File: src/rtl/clk_div_pkg.sv
// Shared types and default parameter values for the multi-channel integer clock divider.
package clk_div_pkg;

  localparam int DEF_NUM_CH          = 4;
  localparam int DEF_DIV_VALUE_WIDTH = 16;
  localparam int DEF_DONE_DELAY      = 3;

  typedef logic [DEF_DIV_VALUE_WIDTH-1:0] div_val_t;

  typedef enum logic [1:0] {
    CH_IDLE  = 2'd0,
    CH_RUN   = 2'd1,
    CH_DRAIN = 2'd2
  } ch_state_e;

endpackage

File: src/rtl/clk_int_div_ch.sv
// One divider channel: config handshake, period counter, enable FSM, settle counter
// and the bypass gate that passes the source clock straight through when N=1.
module clk_int_div_ch
  import clk_div_pkg::*;
#(
  parameter int DIV_VALUE_WIDTH = DEF_DIV_VALUE_WIDTH,
  parameter int DONE_DELAY      = DEF_DONE_DELAY,
  parameter bit IDLE_LEVEL      = 1'b0
) (
  input  logic                       clk_i,
  input  logic                       rst_n_i,
  input  logic                       en_i,
  input  logic [DIV_VALUE_WIDTH-1:0] div_i,
  input  logic                       div_valid_i,
  output logic                       div_ready_o,
  output logic                       div_done_o,
  output logic                       tick_o,
  output logic                       clk_o
);

  localparam int DCW = $clog2(DONE_DELAY + 1);
  localparam logic [DCW-1:0] DONE_MAX = DCW'(DONE_DELAY);

  ch_state_e                  state_q, state_d;
  logic [DIV_VALUE_WIDTH-1:0] div_q, div_d;
  logic [DIV_VALUE_WIDTH-1:0] pend_q, pend_d;
  logic                       pend_v_q, pend_v_d;
  logic [DIV_VALUE_WIDTH-1:0] cnt_q, cnt_d;
  logic                       clk_q, clk_d;
  logic                       tick_q, tick_d;
  logic [DCW-1:0]             done_cnt_q, done_cnt_d;
  logic                       byp_gate_q, byp_gate_d;

  logic xfer;
  logic period_end;
  logic apply;

  assign div_ready_o = ~pend_v_q;
  assign xfer        = div_valid_i & ~pend_v_q;
  assign period_end  = (state_q != CH_IDLE) && (cnt_q == div_q);
  // An idle channel is always at a boundary, so a pending value lands immediately.
  assign apply       = pend_v_q && (period_end || (state_q == CH_IDLE));

  always_comb begin
    state_d    = state_q;
    div_d      = div_q;
    pend_d     = pend_q;
    pend_v_d   = pend_v_q;
    cnt_d      = cnt_q;
    clk_d      = clk_q;
    tick_d     = 1'b0;
    done_cnt_d = done_cnt_q;

    if (xfer) begin
      pend_d   = div_i;
      pend_v_d = 1'b1;
    end
    if (apply) begin
      div_d    = pend_q;
      pend_v_d = 1'b0;
    end

    case (state_q)
      CH_IDLE: begin
        cnt_d = '0;
        clk_d = IDLE_LEVEL;
        if (en_i) begin
          state_d = CH_RUN;
          clk_d   = (div_d != '0);
          tick_d  = 1'b1;
        end
      end
      CH_RUN, CH_DRAIN: begin
        if (period_end) begin
          cnt_d = '0;
          if (en_i) begin
            // Bypass keeps the divided path low; the gate carries the clock instead.
            state_d = CH_RUN;
            clk_d   = (div_d != '0);
            tick_d  = 1'b1;
          end else begin
            state_d = CH_IDLE;
            clk_d   = IDLE_LEVEL;
          end
        end else begin
          state_d = en_i ? CH_RUN : CH_DRAIN;
          cnt_d   = cnt_q + DIV_VALUE_WIDTH'(1);
          // Entering cnt = div/2 + 1 = ceil(N/2) ends the high phase.
          if (cnt_q == (div_q >> 1)) begin
            clk_d = 1'b0;
          end
        end
      end
      default: begin
        state_d = CH_IDLE;
        cnt_d   = '0;
        clk_d   = IDLE_LEVEL;
      end
    endcase

    // Periods that end while a new value is pending belong to the old ratio.
    if (!en_i || xfer) begin
      done_cnt_d = '0;
    end else if (period_end && !pend_v_q && (done_cnt_q != DONE_MAX)) begin
      done_cnt_d = done_cnt_q + DCW'(1);
    end
  end

  always_ff @(posedge clk_i) begin
    if (!rst_n_i) begin
      state_q    <= CH_IDLE;
      div_q      <= '0;
      pend_q     <= '0;
      pend_v_q   <= 1'b0;
      cnt_q      <= '0;
      clk_q      <= IDLE_LEVEL;
      tick_q     <= 1'b0;
      done_cnt_q <= '0;
    end else begin
      state_q    <= state_d;
      div_q      <= div_d;
      pend_q     <= pend_d;
      pend_v_q   <= pend_v_d;
      cnt_q      <= cnt_d;
      clk_q      <= clk_d;
      tick_q     <= tick_d;
      done_cnt_q <= done_cnt_d;
    end
  end

  // Gate enable changes only on the falling edge, while clk_i is low, so the
  // AND-OR clock path cannot glitch when entering or leaving bypass.
  assign byp_gate_d = (state_q != CH_IDLE) && (div_q == '0);

  always_ff @(negedge clk_i) begin
    if (!rst_n_i) begin
      byp_gate_q <= 1'b0;
    end else begin
      byp_gate_q <= byp_gate_d;
    end
  end

  assign clk_o      = clk_q | (byp_gate_q & clk_i);
  assign tick_o     = tick_q;
  assign div_done_o = (done_cnt_q == DONE_MAX);

endmodule

File: src/rtl/clk_int_div_multi.sv
// NUM_CH independent runtime-programmable integer clock dividers from one source clock;
// channel k takes its divide value from div_i[k*W +: W].
module clk_int_div_multi
  import clk_div_pkg::*;
#(
  parameter int NUM_CH          = DEF_NUM_CH,
  parameter int DIV_VALUE_WIDTH = DEF_DIV_VALUE_WIDTH,
  parameter int DONE_DELAY      = DEF_DONE_DELAY,
  parameter bit IDLE_LEVEL      = 1'b0
) (
  input  logic                              clk_i,
  input  logic                              rst_n_i,
  input  logic [NUM_CH-1:0]                 en_i,
  input  logic [NUM_CH*DIV_VALUE_WIDTH-1:0] div_i,
  input  logic [NUM_CH-1:0]                 div_valid_i,
  output logic [NUM_CH-1:0]                 div_ready_o,
  output logic [NUM_CH-1:0]                 div_done_o,
  output logic [NUM_CH-1:0]                 tick_o,
  output logic [NUM_CH-1:0]                 clk_o
);

  for (genvar gi = 0; gi < NUM_CH; gi++) begin : g_ch
    clk_int_div_ch #(
      .DIV_VALUE_WIDTH (DIV_VALUE_WIDTH),
      .DONE_DELAY      (DONE_DELAY),
      .IDLE_LEVEL      (IDLE_LEVEL)
    ) u_ch (
      .clk_i       (clk_i),
      .rst_n_i     (rst_n_i),
      .en_i        (en_i[gi]),
      .div_i       (div_i[gi*DIV_VALUE_WIDTH +: DIV_VALUE_WIDTH]),
      .div_valid_i (div_valid_i[gi]),
      .div_ready_o (div_ready_o[gi]),
      .div_done_o  (div_done_o[gi]),
      .tick_o      (tick_o[gi]),
      .clk_o       (clk_o[gi])
    );
  end

endmodule
File: config.mk
export PLATFORM = sky130hd
export DESIGN_NAME = clk_int_div_multi
export DESIGN_NICKNAME = d
export VERILOG_FILES = /design/src/rtl/clk_div_pkg.sv /design/src/rtl/clk_int_div_ch.sv /design/src/rtl/clk_int_div_multi.sv
export SDC_FILE = /design/constraint.sdc
export NUM_CORES = 1
export LEC_CHECK = 0
export BUFFER_PORTS_ARGS = -buffer_cell sky130_fd_sc_hd__buf_2
export CAP_MARGIN = 10
export CORE_ASPECT_RATIO = 0.9
export CORE_MARGIN = 5
export CORE_UTILIZATION = 54
export CTS_CLUSTER_DIAMETER = 200
export DETAILED_ROUTE_END_ITERATION = 8
export PLACE_DENSITY = 0.85
export SLEW_MARGIN = 40
export SYNTH_ARGS = -nofsm -noshare
export SYNTH_HDL_FRONTEND = slang
export SYNTH_SLANG_ARGS = --single-unit
File: constraint.sdc
create_clock -name clk_i -period 2.3 [get_ports clk_i]
set_input_delay 0 -clock clk_i [delete_from_list [all_inputs] [get_ports clk_i]]
set_output_delay 0 -clock clk_i [all_outputs]
set_load 0.03 [all_outputs]
==> key figures, run 1 <==
Run status
  • Outcome: finished with violations
  • Failing checks: negative setup slack

Worst setup path
  • Startpoint types: flip-flop
  • Crit path buf inv count: 1
  • Crit path kind: reg -> out
  • CP max-delay cell: dfxtp_1
  • Kind of cell adding the most delay to the critical path: flip-flops
  • Max FO, Critical Path: 1
  • Max incr delay on CP: 0.30 ns
  • Critical Path AT: 2.47 ns
  • Worst EP required: 2.30 ns
  • CP Cell Sequence: a21o_1, buf_6
  • CP endpoint kind: primary output

Routing
  • Via count: 9344
  • DRC Markers: 0
  • DR pass1 iterations: 8
  • WL per Instance: 16.91 um
  • Routed vias/inst: 5.417
  • WL final: 29.18 mm
  • Iteration-0 DRC Markers: 623
  • Routed Antenna Nets: 0

CTS
  • Clk pin slew, worst setup/hold paths: 0.07 ns
  • CTS tree: yes
  • Worst-Skew Late Latency: 0.70 ns

Global route
  • Vias in the first global route: 9496
  • GRT Total Usage: 24.01%
  • Initial antenna violation count: 0
  • Largest net degree at the start of global routing: 58
  • First-pass GRT wire length: 46.50 mm
  • Total gr overflow: 0

Flow run
  • Max-cap check violation count: 0

Floorplanning
  • Row cnt: 49
  • Die area: 0.02314 sq mm
  • Core area: 0.01993 sq mm
  • Die H: 144.8 um
  • DIE WIDTH: 159.8 um
  • # IOs: 90
  • Initial cell density of the core: 54.73%

Cells and area
  • Most frequent cells in the layout: dfxtp_1 (209), nand2_1 (165), buf_4 (111), nor2_1 (91), xor2_1 (91)
  • Final non-filler cell total: 1725
  • Fillers: 1318
  • Layout net count: 1543
  • Share of cells above drive strength 1: 21.09%
  • Ant diodes: 0
  • Most common cell after layout, fill and taps aside: dfxtp_1
  • Layout area overhead: 29.64%
  • Design Area, Final: 0.01414 sq mm

Logic synthesis
  • Syn. warnings: 0
  • Register bit count reported by yosys: 224
  • Avg Inst Size Synth: 8.998 sq um
  • Post-Syn Area: 0.01091 sq mm
  • Sequential element share of the synthesized area: 41.12%
  • Post-Synthesis Cells: 1212
  • Yosys cell types: 40
  • Syn Nets: 1302

Timing
  • RSZ-0062 raised after global routing: yes
  • Setup violators final: 4
  • Worst hold slack: 0.1232 ns
  • Count of final hold-check violations: 0
  • Worst setup margin: -0.1750 ns
  • Worst-Margin Slew: 0.6822 ns
  • Max-slew violations: 0
  • Clk_skew: 0.08247 ns
  • Relative slew slack: 54.10%

Power and ir drop
  • PD cells: 699.0 mW/mm^2
  • VDD IR max: 0.5899 mV
  • Pleak: 6.250 nW
  • Tot Pwr: 9.883 mW

Min path
  • Worst Hold Class: in -> reg

Placed design
  • Post-place instance area: 0.01205 sq mm
  • Gpl congestion: 0.8943
  • DP Wirelength: 18.31 mm
  • Dpl ws: -0.09006 ns
  • Placed cells: 1582
  • Port bufs: 89
[per-layer routing]
layer  up-vias  GRT usage [%]  share of wire, %
li1       4524              -                 -
met1      4461          29.15                42
met2       275          42.25                49
met3        84          4.786               4.9
met4         0          10.00               3.4
met5         -              0                 0
[sequential cells by signal (all words and copies together), names as in the netlist]
signal	flops
g_ch.u_ch.state_q	8
g_ch.u_ch.pend_q	64
g_ch.u_ch.div_q	64
g_ch.u_ch.done_cnt_q	8
g_ch.u_ch.tick_o	4
g_ch.u_ch.byp_gate_q	4
g_ch.u_ch.pend_v_q	4
g_ch.u_ch.clk_q	4
g_ch.u_ch.cnt_q	64
[path summary, 6_finish.rpt]
path / from / slack (ns) / to / cells past startpoint
worst max-delay path: g_ch[3].u_ch.byp_gate_q / -0.17 / clk_o[3] / 2
worst min-delay path: en_i[0] / 0.12 / g_ch[0].u_ch.state_q[1] / 3
worst max register to register: g_ch[0].u_ch.div_q[0] / 0 / g_ch[0].u_ch.byp_gate_q / 4
worst min register to register: g_ch[3].u_ch.clk_q / 0.46 / g_ch[3].u_ch.clk_q / 2
[synthesized netlist by cell type]
master	count	share of area, %
nand4_1	26	1.5
nand4_2	2	0.23
buf_4	16	1.1
clkbuf_1	37	1.3
a21o_1	4	0.28
o211ai_1	4	0.28
inv_1	22	0.76
nor2b_1	72	4.1
and4_1	1	0.080
nor4_4	4	0.78
nor4b_1	6	0.48
mux2i_1	73	6.7
ha_1	16	1.8
a21oi_1	10	0.46
nand2_1	165	5.7
o21ai_1	4	0.18
dfxtp_1	224	41
nor2_1	93	3.2
nand3b_1	1	0.069
nand3_1	40	1.8
nor3_1	19	0.87
nor3b_1	5	0.34
o211a_1	4	0.37
nand4b_1	1	0.080
buf_2	22	1.0
mux2_2	3	0.31
xnor2_2	3	0.45
nor4_1	42	2.4
or4_1	4	0.28
a31oi_1	2	0.11
nand2b_1	4	0.23
buf_6	8	0.83
and3_1	14	0.80
clkbuf_2	1	0.046
and2_1	8	0.46
o21ai_0	2	0.092
or4b_1	3	0.28
xor2_1	91	7.3
xnor2_1	90	7.2
a21boi_0	66	4.5
[final cells by class]
| cell class | instances | area [sq um] | share of cell area (%) |
|---|---|---|---|
| Clock buffer | 38 | 809.5 | 5.726 |
| Clock inverter | 17 | 108.9 | 0.7700 |
| Inverter | 21 | 78.83 | 0.5576 |
| Multi-Input combinational cell | 882 | 6125 | 43.32 |
| Sequential cell | 224 | 4503 | 31.85 |
| Tap cell | 255 | 319.1 | 2.257 |
| Timing Repair Buffer | 288 | 2193 | 15.51 |
[per-stage QoR]
step                setup TNS, ns  util, %
finish                    -0.6113    70.95
detailed placement        -0.2465    60.47
global route               -1.012    70.95
global placement         -0.03759    60.47
floorplan                       0        -
CTS                       -0.6977    69.48
[power by group]
group	total, mW	switching, mW	leakage [nW]	internal, mW
combinational	1.47	0.740	3.91	0.730
clock	4.24	1.74	0.509	2.50
sequential	4.17	0.132	1.83	4.04
total	9.88	2.61	6.25	7.27
[worst register-to-register path, cell delays in order, from the launching register on]
cell and delay [ns]:
dfxtp_1 0.34, nor4_2 0.30, nand4_1 0.23, nor2_2 0.17, and2_1 0.13
[logic make-up (layout without fill, tap and decap cells)]
logic type / after synthesis / in the layout / synth area share, %
and+or+nand+nor: 510 / 510 / 23.73
DFF: 224 / 224 / 41.12
xor gates and xnor gates: 184 / 184 / 14.98
buffers and inverters: 106 / 364 / 5.014
AOI/OAI and AO/OA: 96 / 96 / 6.310
muxes: 76 / 76 / 7.010
adders and majority gates: 16 / 16 / 1.836
[timing repair]
item,in CTS,in global routing
pin swaps,4,20
endpoints found under the setup margin,7,13
hold endpoints to repair,143,0
buffers inserted,0,7
hold buffers,88,0
resized for setup,11,55
No activity file was read; power rests on OpenSTA's default activity.
==> run 2, diff against run 1 <==
--- a/config.mk
+++ b/config.mk
@@ -9,10 +9,10 @@
 export CAP_MARGIN = 10
 export CORE_ASPECT_RATIO = 0.9
 export CORE_MARGIN = 5
-export CORE_UTILIZATION = 54
+export CORE_UTILIZATION = 48
 export CTS_CLUSTER_DIAMETER = 200
 export DETAILED_ROUTE_END_ITERATION = 8
-export PLACE_DENSITY = 0.85
+export PLACE_DENSITY = 0.78
 export SLEW_MARGIN = 40
 export SYNTH_ARGS = -nofsm -noshare
 export SYNTH_HDL_FRONTEND = slang
==> key figures, run 2 (synthesis gave the netlist of run 1 again) <==
Floorplanning
  • Initial cell density of the core: 48.58%
  • # IOs: 90
  • Row cnt: 52
  • DIE WIDTH: 168.9 um
  • Die area: 0.02584 sq mm
  • Die H: 153.0 um
  • Core area: 0.02245 sq mm

Timing
  • Worst-Margin Slew: 0.6747 ns
  • Setup TNS: -0.6080 ns
  • Worst hold slack: 0.1353 ns
  • RSZ-0062 raised after global routing: yes
  • Setup violators final: 4
  • Clk_skew: 0.07706 ns
  • Relative slew slack: 54.81%
  • Max-slew violations: 0
  • Worst setup margin: -0.1715 ns
  • Count of final hold-check violations: 0

Min path
  • Worst Hold Class: in -> reg
  • HP Start: en_i[1]
  • Hold worst-path end: g_ch[1].u_ch.state_q[1]
  • Hold depth: 3

Placed design
  • Dpl ws: -0.07028 ns
  • Gpl congestion: 0.8297
  • Post-place instance area: 0.01209 sq mm
  • Port bufs: 89
  • DP Wirelength: 18.38 mm

Power and ir drop
  • Logic pwr share: 13.5%
  • VDD IR max: 0.5483 mV
  • Pint: 7.696 mW
  • Clock Power Share: 45.8%
  • Flop pwr share: 40.7%
  • Switching pwr: 2.538 mW
  • Sw frac: 24.80%
  • Pleak: 6.222 nW
  • PD cells: 725.1 mW/mm^2

Cells and area
  • Most frequent cells in the layout: dfxtp_1 (219), nand2_1 (165), buf_4 (109), nor2_1 (92), xor2_1 (91)
  • Seq. cell area: 0.004491 sq mm
  • Fillers: 1820
  • Layout area overhead: 29.43%
  • Layout net count: 1536
  • Multi-input logic area: 0.006022 sq mm
  • Share of cells above drive strength 1: 19.06%
  • Most common cell after layout, fill and taps aside: dfxtp_1
  • Fin util: 62.88%
  • Ant diodes: 0
  • Top Registers: g_ch.u_ch.cnt_q: 64 flops, g_ch.u_ch.div_q: 64 flops, g_ch.u_ch.pend_q: 64 flops
  • Design Area, Final: 0.01411 sq mm

Global route
  • Largest net degree at the start of global routing: 65
  • GRT Total Usage: 20.22%
  • First-pass GRT wire length: 44.22 mm
  • Vias in the first global route: 9282
  • Total gr overflow: 0
  • Initial antenna violation count: 0

Worst setup path
  • CP Cell Sequence: a21o_1, buf_6
  • CP endpoint kind: primary output
  • Worst EP required: 2.30 ns
  • Worst R2R Start: g_ch[2].u_ch.div_q[7]
  • Max incr delay on CP: 0.31 ns
  • Startpoint types: flip-flop
  • FF-to-FF End: g_ch[2].u_ch.byp_gate_q
  • Reg2reg path depth: 4
  • CP max-delay cell: dfxtp_2
  • Critical Path AT: 2.47 ns
  • Reg2reg setup slack: 0.01 ns
  • Worst setup path startpoint: g_ch[3].u_ch.byp_gate_q
  • Crit path kind: reg -> out
  • Max FO, Critical Path: 1

Routing
  • DRC Markers: 0
  • WL per Instance: 15.07 um
  • DR pass1 iterations: 5
  • Routed Antenna Nets: 0
  • Routed vias/inst: 5.101
  • Iteration-0 DRC Markers: 485
  • Via count: 8983
  • WL final: 26.54 mm

CTS
  • Clk pin slew, worst setup/hold paths: 0.06 ns
  • CTS tree: yes
  • Worst-Skew Late Latency: 0.69 ns

Run status
  • Failing checks: negative setup slack
  • Outcome: finished with violations

Flow run
  • Max-cap check violation count: 0
## run 2: changes by cell type in the layout (fill, tap and decap cells not counted), sizes merged
cell / before / now
buf: 206 / 198
clkbuf: 34 / 39
clkinv: 9 / 4
bufinv: 1 / 4
clkinvlp: 3 / 1
dlygate4sd3: 86 / 87
## run 2: layout make-up
cell class,count,area share (%)
tap,297,2.633
clock buffer,43,6.152
inverter,21,0.5585
clock inverter,13,1.152
multi-input combinational,882,42.66
timing repair buffer,281,15.03
sequential,224,31.81
## run 2: worst max path at each step
stage                              endpoint  slack [ns]  cells after the start
CTS                                clk_o[3]       -0.20                      2
detailed placement  g_ch[2].u_ch.byp_gate_q       -0.07                      4
global placement    g_ch[1].u_ch.byp_gate_q       -0.04                      4
global route                       clk_o[3]       -0.22                      2
finish                             clk_o[3]       -0.17                      2
floorplan           g_ch[0].u_ch.byp_gate_q        0.09                      5
## run 2: timing repair
item | CTS | global route
hold buffers | 87 | 0
resized for setup | 11 | 23
pin swaps | 3 | 9
buffers inserted | 0 | 1
endpoints found under the hold margin | 97 | 0
setup endpoints to repair | 6 | 14
## run 2: routing by layer
metal  vias up  share of wire [%]  track usage, %
met1      4217                 46           26.28
met3        59                4.6           3.926
met2       199                 47           33.34
met5         -                  0               0
met4         0                3.0           7.612
li1       4508                  -               -
## run 2: per-stage QoR
stage / total power, mW / std cells
2_1_floorplan: 5.155 / 1212
3_3_place_gp: 5.504 / 1622
3_5_place_dp: 5.541 / 1622
4_1_cts: 10.32 / 1760
5_1_grt: 10.68 / 1761
6_report: 10.23 / 1761
## run 2: power by group through the flow
stage	Combinational [mW]	Clock, mW	Sequential, mW
after floorplan	0.847	0.0868	4.22
after detailed placement	1.22	0.0764	4.25
after global placement	1.19	0.0764	4.24
after global routing	1.51	4.98	4.19
final	1.38	4.69	4.17
after CTS	1.34	4.81	4.16
## run 2: worst max-delay path, delay by kind of cell, from the launching register on
family	cells	cell delay [ns]
compound gates	1	0.18
buf+inv	1	0.14
flops	1	0.31
